==> src/rtl/queue_bank_fifo_pkg.sv <==
// Shared sizing defaults and helpers for the queue bank and the arbiter that drains it.
package queue_bank_fifo_pkg;

    localparam int unsigned QUEUE_QUANTITY_DEF = 4;
    localparam int unsigned DATA_BITS_DEF      = 8;
    localparam int unsigned BUF_WIDTH_DEF      = 3;

    // Selector width; a single-queue bank still needs a 1-bit selector port.
    function automatic int unsigned sel_width(input int unsigned n);
        return (n > 1) ? $clog2(n) : 1;
    endfunction

endpackage

==> src/rtl/queue_bank_fifo_fifo_queue.sv <==
// One FIFO queue: storage, pointers, occupancy count and a sticky overflow flag.
module fifo_queue
    import queue_bank_fifo_pkg::*;
#(
    parameter int unsigned DATA_BITS = DATA_BITS_DEF,
    parameter int unsigned BUF_WIDTH = BUF_WIDTH_DEF
) (
    input  logic                 clk,
    input  logic                 rst,
    input  logic                 enb,
    input  logic                 push,
    input  logic [DATA_BITS-1:0] data_in,
    input  logic                 pop,
    output logic [DATA_BITS-1:0] rd_data,
    output logic                 pop_ok,
    output logic [BUF_WIDTH-1:0] count,
    output logic                 empty,
    output logic                 full,
    output logic                 overflow_err
);

    localparam int unsigned          DEPTH   = 2 ** BUF_WIDTH;
    localparam logic [BUF_WIDTH-1:0] CNT_MAX = '1;

    logic [DATA_BITS-1:0] mem [DEPTH];
    logic [BUF_WIDTH-1:0] wr_ptr;
    logic [BUF_WIDTH-1:0] rd_ptr;
    logic                 push_ok;

    assign empty   = (count == '0);
    assign full    = (count == CNT_MAX);
    // Pop only from a non-empty queue; a simultaneous pop frees the slot a push into a full queue needs.
    assign pop_ok  = enb && pop && !empty;
    assign push_ok = enb && push && (!full || pop_ok);
    assign rd_data = mem[rd_ptr];

    always_ff @(posedge clk) begin
        if (push_ok) begin
            mem[wr_ptr] <= data_in;
        end
    end

    always_ff @(posedge clk) begin
        if (rst) begin
            wr_ptr       <= '0;
            rd_ptr       <= '0;
            count        <= '0;
            overflow_err <= 1'b0;
        end else begin
            if (push_ok) begin
                wr_ptr <= wr_ptr + 1'b1;
            end
            if (pop_ok) begin
                rd_ptr <= rd_ptr + 1'b1;
            end
            if (push_ok && !pop_ok) begin
                count <= count + 1'b1;
            end else if (pop_ok && !push_ok) begin
                count <= count - 1'b1;
            end
            if (enb && push && !push_ok) begin
                overflow_err <= 1'b1;
            end
        end
    end

endmodule

==> src/rtl/queue_bank_fifo.sv <==
// Bank of independent FIFO queues feeding a single registered output bus under arbiter control.
module queue_bank_fifo
    import queue_bank_fifo_pkg::*;
#(
    parameter int unsigned QUEUE_QUANTITY = QUEUE_QUANTITY_DEF,
    parameter int unsigned DATA_BITS      = DATA_BITS_DEF,
    parameter int unsigned BUF_WIDTH      = BUF_WIDTH_DEF
) (
    input  logic                                clk,
    input  logic                                rst,
    input  logic                                enb,
    input  logic [QUEUE_QUANTITY-1:0]           push,
    input  logic [QUEUE_QUANTITY*DATA_BITS-1:0] data_in,
    input  logic [sel_width(QUEUE_QUANTITY)-1:0] selector,
    input  logic                                selector_enb,
    output logic [DATA_BITS-1:0]                data_out,
    output logic                                data_out_valid,
    output logic [QUEUE_QUANTITY-1:0]           buf_empty,
    output logic [QUEUE_QUANTITY-1:0]           buf_full,
    output logic [QUEUE_QUANTITY*BUF_WIDTH-1:0] fifo_counter,
    output logic [QUEUE_QUANTITY-1:0]           overflow_err,
    output logic                                underflow_err
);

    localparam int unsigned SEL_W = sel_width(QUEUE_QUANTITY);

    logic [QUEUE_QUANTITY-1:0] pop_req;
    logic [QUEUE_QUANTITY-1:0] pop_ok;
    logic [DATA_BITS-1:0]      rd_data [QUEUE_QUANTITY];
    logic [DATA_BITS-1:0]      pop_data;
    logic                      any_pop;
    logic                      underflow_hit;

    // Selector values beyond the last queue decode to no strobe and are silently ignored.
    for (genvar i = 0; i < QUEUE_QUANTITY; i++) begin : g_queue
        assign pop_req[i] = selector_enb && (selector == SEL_W'(i));

        fifo_queue #(
            .DATA_BITS (DATA_BITS),
            .BUF_WIDTH (BUF_WIDTH)
        ) u_queue (
            .clk          (clk),
            .rst          (rst),
            .enb          (enb),
            .push         (push[i]),
            .data_in      (data_in[i*DATA_BITS +: DATA_BITS]),
            .pop          (pop_req[i]),
            .rd_data      (rd_data[i]),
            .pop_ok       (pop_ok[i]),
            .count        (fifo_counter[i*BUF_WIDTH +: BUF_WIDTH]),
            .empty        (buf_empty[i]),
            .full         (buf_full[i]),
            .overflow_err (overflow_err[i])
        );
    end

    // At most one queue pops per cycle, so a priority scan acts as a plain mux.
    always_comb begin
        pop_data = '0;
        any_pop  = 1'b0;
        for (int i = 0; i < QUEUE_QUANTITY; i++) begin
            if (pop_ok[i]) begin
                pop_data = rd_data[i];
                any_pop  = 1'b1;
            end
        end
    end

    assign underflow_hit = enb && |(pop_req & buf_empty);

    always_ff @(posedge clk) begin
        if (rst) begin
            data_out       <= '0;
            data_out_valid <= 1'b0;
            underflow_err  <= 1'b0;
        end else begin
            data_out_valid <= any_pop;
            if (any_pop) begin
                data_out <= pop_data;
            end
            if (underflow_hit) begin
                underflow_err <= 1'b1;
            end
        end
    end

endmodule

==> config.mk <==
export PLATFORM = sky130hd
export DESIGN_NAME = queue_bank_fifo
export DESIGN_NICKNAME = d
export VERILOG_FILES = /design/src/rtl/queue_bank_fifo_pkg.sv /design/src/rtl/queue_bank_fifo_fifo_queue.sv /design/src/rtl/queue_bank_fifo.sv
export SDC_FILE = /design/constraint.sdc
export NUM_CORES = 1
export LEC_CHECK = 0
export ABC_AREA = 1
export BUFFER_PORTS_ARGS = -buffer_cell sky130_fd_sc_hd__buf_4
export CELL_PAD_IN_SITES_DETAIL_PLACEMENT = 1
export CELL_PAD_IN_SITES_GLOBAL_PLACEMENT = 2
export CORE_MARGIN = 2
export CORE_UTILIZATION = 35
export DETAILED_ROUTE_END_ITERATION = 8
export GPL_ROUTABILITY_DRIVEN = 0
export GPL_TIMING_DRIVEN = 0
export PLACE_DENSITY = 0.81
export RECOVER_POWER = 100
export SLEW_MARGIN = 20
export SYNTH_ARGS = -nofsm -noshare
export SYNTH_HDL_FRONTEND = slang
export SYNTH_HIERARCHICAL = 1
export SYNTH_SLANG_ARGS = --single-unit
==> constraint.sdc <==
create_clock -name clk -period 3.1 [get_ports clk]
set_input_delay 0.155 -clock clk [delete_from_list [all_inputs] [get_ports clk]]
set_output_delay 0.155 -clock clk [all_outputs]
set_load 0.005 [all_outputs]
# --- After elaboration in Yosys (flattened, before gate mapping) ---
# Memory sizes are Yosys's and may differ from the RTL's. A register that Yosys moved wholly into a read port is not among the register bits.
# Index checks and enable logic that the tools add are counted.
classes:
  n_eq_ne: 7
  n_reduce_logical: 63
  add_sub_neg: 16
  bitwise_logic: 1
  n_mux: 32
op_table:
  columns: ["op", "count"]
  rows:
  - ["3-bit 2-to-1 mux", 16]
  - ["3-bit by 1-bit adder with 3-bit output (second input constant)", 12]
  - ["1-bit logical AND", 33]
  - ["8-bit 2-to-1 mux", 4]
  - ["1-bit zero test", 16]
  - ["3-bit == test (second input constant)", 4]
  - ["3-bit zero test", 4]
  - ["1-bit 2-to-1 mux", 12]
  - ["3-bit by 1-bit subtractor with 3-bit output (second input constant)", 4]
  - ["2-bit nonzero test", 4]
  - ["4-bit bitwise AND", 1]
  - ["2-bit == test (second input constant)", 2]
  - ["1-bit logical OR", 4]
  - ["4-bit OR reduction", 1]
  - ["2-bit by 1-bit == test with 1-bit output (second input constant)", 1]
  - ["2-bit zero test", 1]
totals:
  word_cells: 142
  out_inout_bits: 34
  ram_bits: 256
  n_memories: 4
  reg_bits: 50
  inputBits: 42
memory_table:
  columns: ["name", "words", "width", "rd", "rd_clocked_by_memory_dff", "write_ports", "line", "text"]
  rows:
  - ["g_queue[0].u_queue.mem", 8, 8, 1, 1, 1, "queue_bank_fifo_fifo_queue.sv:25", "logic [DATA_BITS-1:0] mem [DEPTH];"]
  - ["g_queue[1].u_queue.mem", 8, 8, 1, 1, 1, "queue_bank_fifo_fifo_queue.sv:25", null]
  - ["g_queue[2].u_queue.mem", 8, 8, 1, 1, 1, "queue_bank_fifo_fifo_queue.sv:25", null]
  - ["g_queue[3].u_queue.mem", 8, 8, 1, 1, 1, "queue_bank_fifo_fifo_queue.sv:25", null]

# --- Logic depth before layout (Yosys ltp) ---
# Gate-level depths: netlist of the first run.
depth:
  word_depth: 10
  depth_mapped: 14
  mapped_depth_nobuf: 14

# --- Modules after synthesis ---
# Netlist of the first run, hierarchy kept.
modules_own_cells:
  columns: ["module", "cells_per_inst", "n_inst", "area_per_inst_um2", "seq_area_each_um2"]
  rows:
  - ["fifo_queue (g_queue[0].u_queue ...)", 308, 2, 3254.4, 2182.1]
  - ["fifo_queue (g_queue[2].u_queue ...)", 308, 2, 3241.9, 2182.1]
  - ["queue_bank_fifo", 126, 1, 762.0, 200.2]

# --- Worst setup path before layout of the first run ---
# No wires, ideal clock.
synth_timing:
  path_type: "input port to flip-flop"
  start: "input port selector[0]"
  end: "register g_queue[3].u_queue.count[2]"
  cell_stages: 14
  path_buffers: 0
  setup_ps: 113
  arrival_time_ps: 1773
  slack_ps: 1214
  required_time_ps: 2987
  path_cell_list: "inv_1 -> nor3_1 -> nand2_1 -> inv_1 -> nor2_1 -> nor2_4 -> ha_1 -> inv_1 -> fa_1 -> or2_2 -> nand2_1 -> nand2_1 -> nand2_1 -> nor2_1"
synth_between:
  elab_chain_len: 9
  word_cells_on_any_way: 12
  classes_between: "eq/ne: 1; mux: 1; reduce/logical: 10"
synth_rtl:
  columns: ["element", "line", "text"]
  rows:
  - ["from (decl)", "queue_bank_fifo.sv:14", "input logic [sel_width(QUEUE_QUANTITY)-1:0] selector,"]
  - ["2-bit == test (*)", "queue_bank_fifo.sv:36", "assign pop_req[i] = selector_enb && (selector == SEL_W'(i));"]
  - ["1-bit logical AND (*)", "queue_bank_fifo.sv:36", null]
  - ["named net pop_req[3]", "queue_bank_fifo.sv:27", "logic [QUEUE_QUANTITY-1:0] pop_req;"]
  - ["1-bit logical AND (*) (2 in series)", "queue_bank_fifo_fifo_queue.sv:33", "assign pop_ok = enb && pop && !empty;"]
  - ["1-bit logical OR (*)", "queue_bank_fifo_fifo_queue.sv:34", "assign push_ok = enb && push && (!full || pop_ok);"]
  - ["1-bit logical AND (*)", "queue_bank_fifo_fifo_queue.sv:34", null]
  - ["named net g_queue[3].u_queue.push_ok", "queue_bank_fifo_fifo_queue.sv:28", "logic push_ok;"]
  - ["1-bit zero test", "queue_bank_fifo_fifo_queue.sv:58", "end else if (pop_ok && !push_ok) begin"]
  - ["1-bit logical AND", "queue_bank_fifo_fifo_queue.sv:58", null]
  - ["2-bit nonzero test (no source line)", null, null]
  - ["to (signal assigned)", "queue_bank_fifo_fifo_queue.sv:57", "count <= count + 1'b1;"]
  - ["to (signal assigned)", "queue_bank_fifo_fifo_queue.sv:59", "count <= count - 1'b1;"]
  - ["to (decl)", "queue_bank_fifo_fifo_queue.sv:16", "output logic [BUF_WIDTH-1:0] count,"]
# Mark *: on every way through the listed nets, which the timed path passes. The rest lies on a longest branch.
# A chain may end at the register's enable or synchronous reset.

# --- Worst setup path in the final report of the first run ---
layout_timing:
  start: "input port selector[0]"
  end: "memory g_queue[2].u_queue/mem[4][6] (netlist bit), enable pin"
layout_between:
  elab_chain_len: 8
layout_rtl:
  columns: ["element", "line", "text"]
  rows:
  - ["2-bit == test", "queue_bank_fifo.sv:36", null]
  - ["1-bit logical AND", "queue_bank_fifo.sv:36", null]
  - ["named net pop_req[2]", "queue_bank_fifo.sv:27", null]
  - ["1-bit logical AND (2 in series)", "queue_bank_fifo_fifo_queue.sv:33", null]
  - ["1-bit logical OR", "queue_bank_fifo_fifo_queue.sv:34", null]
  - ["1-bit logical AND", "queue_bank_fifo_fifo_queue.sv:34", null]
  - ["named net g_queue[2].u_queue.push_ok", "queue_bank_fifo_fifo_queue.sv:28", null]
  - ["1-bit 2-to-1 mux", "queue_bank_fifo_fifo_queue.sv:38", "if (push_ok) begin"]
  - ["1-bit 2-to-1 mux (implied by the code)", "queue_bank_fifo_fifo_queue.sv:39", "mem[wr_ptr] <= data_in;"]
  - ["to (decl)", "queue_bank_fifo_fifo_queue.sv:25", null]
# The timed path passes the listed nets, and every way through them passes these cells.

==> run metrics, run 1 <==
CP endpoint kind=flop; Fmax=404.4 MHz; synthesis-to-layout area growth=18.08%; pin count of the biggest net entering global routing=16; fin nets=1,564; critical path type=in2reg; number of vias per cell=4.699; commonest cells after routing, fill and taps aside=nor2_1, nand2_1, edfxtp_1; CP Max Fanout=8; diode count=0; postcts setup bufs=0; CTS resizes=0; cts bufs inserted=38; antenna violations before repair=0; Clock Root Buffer=clkbuf_16; H-tree levels=2; DR pass1 iterations=4; commonest non-fill, non-tap cell in the layout=nor2_1; count of final setup violators=0; maximum clock path buffer count=3; Storage cell area=8929 sq um; Hold Path Depth=3; DRC=0; CP required=3.24 ns; Critical Path Source Type=primary input; Synth warnings=6; row cnt=72; Worst-Margin Slew=0.9708 ns; average wire per standard cell=17.13 um; reg2reg start=g_queue[2].u_queue/count[0]$_SDFFE_PP0P_; GR Util All Layers=17.45%; Hold EP=underflow_err$_SDFFE_PP0P_; top cell type's share of synthesized area=55.89%; post-route minimum period=2.473 ns; die area=40,900 sq um; Fin Clk Skew=0.01893 ns; final count of hold timing violations=0; Cell Chain, Critical Path=clkbuf_1 -> nor3_1 -> nand2_1 -> inv_1 -> nor2_1 -> nor2_1 -> nand2_1 -> nor2_1; HPWL after DPL=24.67 mm; Worst path most repeated cell=nor2_1; Netlist cell types=30; Ports=76; Starting Density=35.51%; CTS tree=done; Clock transition at path regs=0.06 ns; TritonCTS sink count=318; overall power=0.009494 W; min-delay worst type=in2reg; die width=202.2 um; DRT Wirelength=35.13 mm; Mapped Area=13,750 sq um; violation count after the first detailed-routing iteration=462; R2R setup slack=0.80 ns; cell leakage power=6.322 nW; RR Endpoint=g_queue[2].u_queue/mem[4][6]$_DFFE_PP_; Mapped Cells=1,358; FF+latch count, synth=318; Critical Path Max Stage Delay=0.78 ns; Max rail drop VDD=0.3785 mV; Fin Setup TNS=0 ns; Core Area=38,740 sq um; unrepaired setup endpoints after global routing=false; top post-synthesis cells by area=edfxtp_1, nor2_1, dfxtp_1; Slowest-stage cell, CP=nor2_1; vias in the first global route=10.23k; PwrDens=584.5 nW/um^2; Routed Antenna Nets=0; reg2reg path depth=5; DR vias=9,638; gr ovfl total=0; Synthesized Nets=1,416; Max Slew Vio Count=0; outcome=complete, no violations; Synth area leader=edfxtp_1; Seq/Total Area, Yosys=64.91%; area of the multi-input gates=3981 sq um; Max-Cap Viols=0; Die Y=202.2 um; Port Buffer Count=75; Worst Hold Launch=enb; global-route wire length before repair=55.73 mm; fill count=4,424; Clk Latency, worst-skew pair=0.52 ns; mean post-synth cell area=10.13 sq um; CP arrival=2.61 ns; Rel. slew slack=35.04%; Final Cycle Share=79.76%; layout cell share with drive strength beyond 1=10.24%
==> Yosys cell counts <==
cell / instances
nand3_4: 1
buf_2: 9
edfxtp_1: 256
or2_2: 4
nand3_1: 11
ha_1: 12
buf_6: 34
nand2_1: 312
fa_1: 4
dfxtp_1: 62
nand3_2: 4
nand4_1: 3
nand2_2: 3
nand3b_1: 1
o21a_1: 4
o21ai_0: 39
a21oi_1: 28
nor2_1: 352
o21ai_2: 2
inv_1: 64
o21ai_1: 114
xor2_1: 4
nor3_1: 4
buf_4: 5
nor2_8: 1
inv_2: 7
inv_4: 8
o2111ai_1: 1
nor2_4: 5
nand2_4: 4
==> cell type report <==
type	count	share of cell area, %
inverters	79	1.949
clock inverters	13	0.7704
multi-input cells	913	24.51
repair buffers	108	4.599
flip-flops and latches	318	54.97
plain buffers	48	2.858
clock buffers	54	6.348
well taps	518	3.990
==> worst max-delay path, delay by kind of cell <==
family / cells / cell delay [ns]
buffers and inverters: 2 / 0.30
AND/OR/NAND/NOR: 6 / 2.15
==> per-layer routing <==
metal	global-route usage (%)	up-vias	wire length [um]
met5	0	-	0
met4	4.771	0	760
met3	2.628	43	1184
met2	30.43	119	17140
met1	22.59	4693	16050
li1	-	4783	-
==> power by group <==
part	internal (W)	total (W)	switching [W]
Sequential	0.00468	0.00473	0.0000467
Clock	0.00248	0.00415	0.00166
Combinational	0.000215	0.000618	0.000402
Total	0.00738	0.00949	0.00211
==> worst max path at each step <==
stage                                               end  slack, ns         from  cells after the start
2_1_floorplan  g_queue[3].u_queue/count[2]$_SDFFE_PP0P_       1.21  selector[0]                     14
4_1_cts        g_queue[2].u_queue/count[2]$_SDFFE_PP0P_       0.91  selector[1]                     15
3_5_place_dp     g_queue[2].u_queue/mem[4][1]$_DFFE_PP_       0.37  selector[1]                      9
6_report         g_queue[2].u_queue/mem[4][6]$_DFFE_PP_       0.63  selector[0]                      8
5_1_grt        g_queue[2].u_queue/count[2]$_SDFFE_PP0P_       0.41  selector[0]                     14
3_3_place_gp   g_queue[2].u_queue/count[2]$_SDFFE_PP0P_       0.49  selector[1]                     15
==> cells by family (layout without fill, tap and decap cells) <==
logic type / after synthesis / after routing / share of synthesized area (%)
adder cells (fa/ha/maj): 16 / 16 / 1.674
XOR/XNOR: 4 / 4 / 0.2547
AO/OA/AOI/OAI: 188 / 188 / 6.995
flip-flops: 318 / 318 / 64.91
AND/OR/NAND/NOR: 705 / 705 / 20.48
buffers and inverters: 127 / 302 / 5.686
==> what timing repair did <==
action                                  CTS  global route
hold buffers                             33             0
endpoints found under the setup margin    0             0
endpoints found under the hold margin   259             0
==> state kept, by name, indices dropped and copies added, names as in the netlist, named ones only <==
| register | count |
|---|---|
| data_out | 8 |
| data_out_valid | 1 |
| g_queue.u_queue/count | 12 |
| g_queue.u_queue/mem | 256 |
| g_queue.u_queue/overflow_err | 4 |
| g_queue.u_queue/rd_ptr | 12 |
| g_queue.u_queue/wr_ptr | 12 |
| underflow_err | 1 |
==> stage by stage <==
stage	worst slack (ns)	cells	utilization, %	cell area (sq um)	hold slack [ns]
final	0.6273	2051	41.93	16240	0.03470
after global routing	0.4102	2051	41.93	16240	0.05395
after CTS	0.9085	2051	42.47	16450	0.02035
after detailed placement	0.3737	1951	38.63	14970	0.4060
after global placement	0.4936	1951	38.63	14970	0.3983
after floorplan	1.214	1358	-	13750	0.2241
No activity file was read; power rests on OpenSTA's default activity.
==> run 2, diff against run 1 <==
- PLACE_DENSITY: 0.81 -> 0.84
- clock period: 3.1 -> 2.2 ns (I/O delays scaled with it)
==> run 2 against run 1 <==
Net effect:
- first-iteration DRC count rose by 0.22%
- total power rose by 42%
- highest routed layer unchanged
- register-to-register slack got worse by 0.64 ns
- sequential power rose by 41%
- setup slack got worse by 0.47 ns
- worst hold slack improved by 0.0077 ns
- non-clock buffer count rose by 6
- flip-flop and latch count did not move
==> run metrics, run 2 (same netlist as run 1, synthesis figures left out) <==
outcome=complete, no violations; Setup crit end=g_queue[2].u_queue/count[2]$_SDFFE_PP0P_; DR pass1 iterations=5 (+1); CP endpoint kind=flop; Routed Antenna Nets=0 (unchanged); critical path type=reg2reg; GR Util All Layers=17.62% (+0.17 points); Ports=76 (unchanged); layout cell share with drive strength beyond 1=11.19% (+0.95 points); final hold slack=0.04242 ns (+0.007715 ns); vias in the first global route=10.30k (+0.73%); Critical Path Source Type=flop; diode count=0 (unchanged); worst setup margin=0.1623 ns (-0.4650 ns); maximum clock path buffer count=3 (unchanged); max reg flops=256 (unchanged); HPWL after DPL=24.95 mm (+1.1%); commonest cells after routing, fill and taps aside=nor2_1, nand2_1, edfxtp_1; Setup WS pre-CTS=-0.4681 ns (-0.8417 ns); DRT Wirelength=35.63 mm (+1.4%); fin nets=1,568 (+0.26%); Final Cycle Share=92.62%; synthesis-to-layout area growth=18.84%; Max Slew Vio Count=0 (unchanged); gr ovfl total=0 (unchanged); number of vias per cell=4.737 (+0.80%); R2R setup slack=0.16 ns (-0.64 ns); reg2reg start=g_queue[2].u_queue/count[1]$_SDFFE_PP0P_; unrepaired setup endpoints after global routing=false; Fin Clk Skew=0.02261 ns (+0.003684 ns); Area after DPL=14,970 sq um (unchanged); cell leakage power=6.358 nW (+0.57%); die width=202.2 um (unchanged); Max rail drop VDD=0.4840 mV (+28%); DRC=0 (unchanged); antenna violations before repair=0 (unchanged); H-tree levels=2 (unchanged); global-route wire length before repair=56.33 mm (+1.1%); reg2reg path depth=11 (+6); Core Area=38,740 sq um (unchanged); Clk Latency, worst-skew pair=0.53 ns (about the same); CTS tree=done; min-delay worst type=in2reg; Max-Cap Viols=0 (unchanged); post-route minimum period=2.038 ns; cell area after layout=16,350 sq um (+0.64%); Clock transition at path regs=0.05 ns (about the same); Fmax=490.7 MHz; Starting Density=35.51% (unchanged); average wire per standard cell=17.34 um (+1.2%); Rel. slew slack=37.12% (+2.1 points); violation count after the first detailed-routing iteration=463 (+0.22%); Setup crit start=g_queue[2].u_queue/count[1]$_SDFFE_PP0P_; row cnt=72 (unchanged); Clock Root Buffer=clkbuf_16; PwrDens=824.4 nW/um^2 (+41%); CP required=2.62 ns (-0.62 ns); most flop-heavy register=g_queue.u_queue/mem; cts bufs inserted=36 (-5.3%); pin count of the biggest net entering global routing=16 (unchanged); Worst-Margin Slew=0.9397 ns (-0.03111 ns); count of final setup violators=0 (unchanged); Port Buffer Count=75 (unchanged); commonest non-fill, non-tap cell in the layout=nor2_1; final count of hold timing violations=0 (unchanged); die area=40,900 sq um (unchanged); CP Max Fanout=4 (-4); Die Y=202.2 um (unchanged); CP arrival=2.45 ns (-0.16 ns); TritonCTS sink count=318 (unchanged); RR Endpoint=g_queue[2].u_queue/count[2]$_SDFFE_PP0P_; DR vias=9,734 (+1.0%)
## run 2: cell types whose count changed in the layout (fill, tap and decap cells not counted), sizes merged
cell          delta
dlygate4sd3      +1
clkinv           +1
dlymetal6s4s     +1
clkbuf           -3
inv              -1
bufinv           +1
buf              +4
## run 2: worst min path at each step
stage | end | cells past startpoint | from | slack [ns]
6_report | g_queue[0].u_queue/overflow_err$_SDFFE_PP0P_ | 4 | push[0] | 0.04
5_1_grt | g_queue[0].u_queue/overflow_err$_SDFFE_PP0P_ | 4 | push[0] | 0.06
4_1_cts | g_queue[2].u_queue/overflow_err$_SDFFE_PP0P_ | 4 | push[2] | 0.03
3_5_place_dp | g_queue[2].u_queue/mem[5][4]$_DFFE_PP_ | 1 | data_in[20] | 0.35
3_3_place_gp | g_queue[2].u_queue/mem[0][4]$_DFFE_PP_ | 1 | data_in[20] | 0.35
2_1_floorplan | g_queue[0].u_queue/wr_ptr[2]$_SDFFE_PP0P_ | 1 | rst | 0.18
## run 2: critical path: stages, from the launching register on
cell and delay, ns:
dfxtp_1 0.36, inv_1 0.12, nand3_1 0.17, nand2_2 0.15, ha_1 0.15, inv_1 0.07, fa_1 0.38, or2_2 0.30
nand2_1 0.09, nand2_1 0.05, nand2_1 0.05, nor2_1 0.04
## run 2: metrics by stage
stage	util (%)	TNS, ns	std cells	total power (W)
global placement	38.63	-18.62	1951	0.007636
CTS	42.54	0	2051	0.01369
finish	42.20	0	2055	0.01348
global route	42.20	0	2055	0.01398
detailed placement	38.63	-28.44	1951	0.007677
floorplan	-	0	1358	0.007260
## run 2: layout make-up
| class | count | area (sq um) |
|---|---|---|
| fillers | 4414 | 22390 |
| flip-flops and latches | 318 | 8929 |
| multi-input cells | 913 | 4014 |
| clock buffers | 51 | 1012 |
| repair buffers | 114 | 812.0 |
| well taps | 518 | 648.1 |
| plain buffers | 48 | 465.4 |
| inverters | 79 | 316.6 |
| clock inverters | 14 | 148.9 |
## run 2: power by group
| part | switching [W] | internal (W) |
|---|---|---|
| logic | 0.000575 | 0.000317 |
| registers | 0.0000620 | 0.00660 |
| clock network | 0.00236 | 0.00356 |
| total | 0.00300 | 0.0105 |
## run 2: what timing repair did
action                                  4_1_cts  5_1_grt
setup buffers                                 0        3
hold buffers                                 35        0
gates resized for setup                       0        5
hold endpoints to repair                    269        0
endpoints found under the setup margin        0       23
## run 2: layer usage
layer | vias up | global-route usage (%) | wire length [um]
met2 | 147 | 30.93 | 17790
met4 | 0 | 4.588 | 571
met3 | 33 | 2.709 | 1291
met1 | 4768 | 22.69 | 15980
li1 | 4786 | - | -
met5 | - | 0 | 0
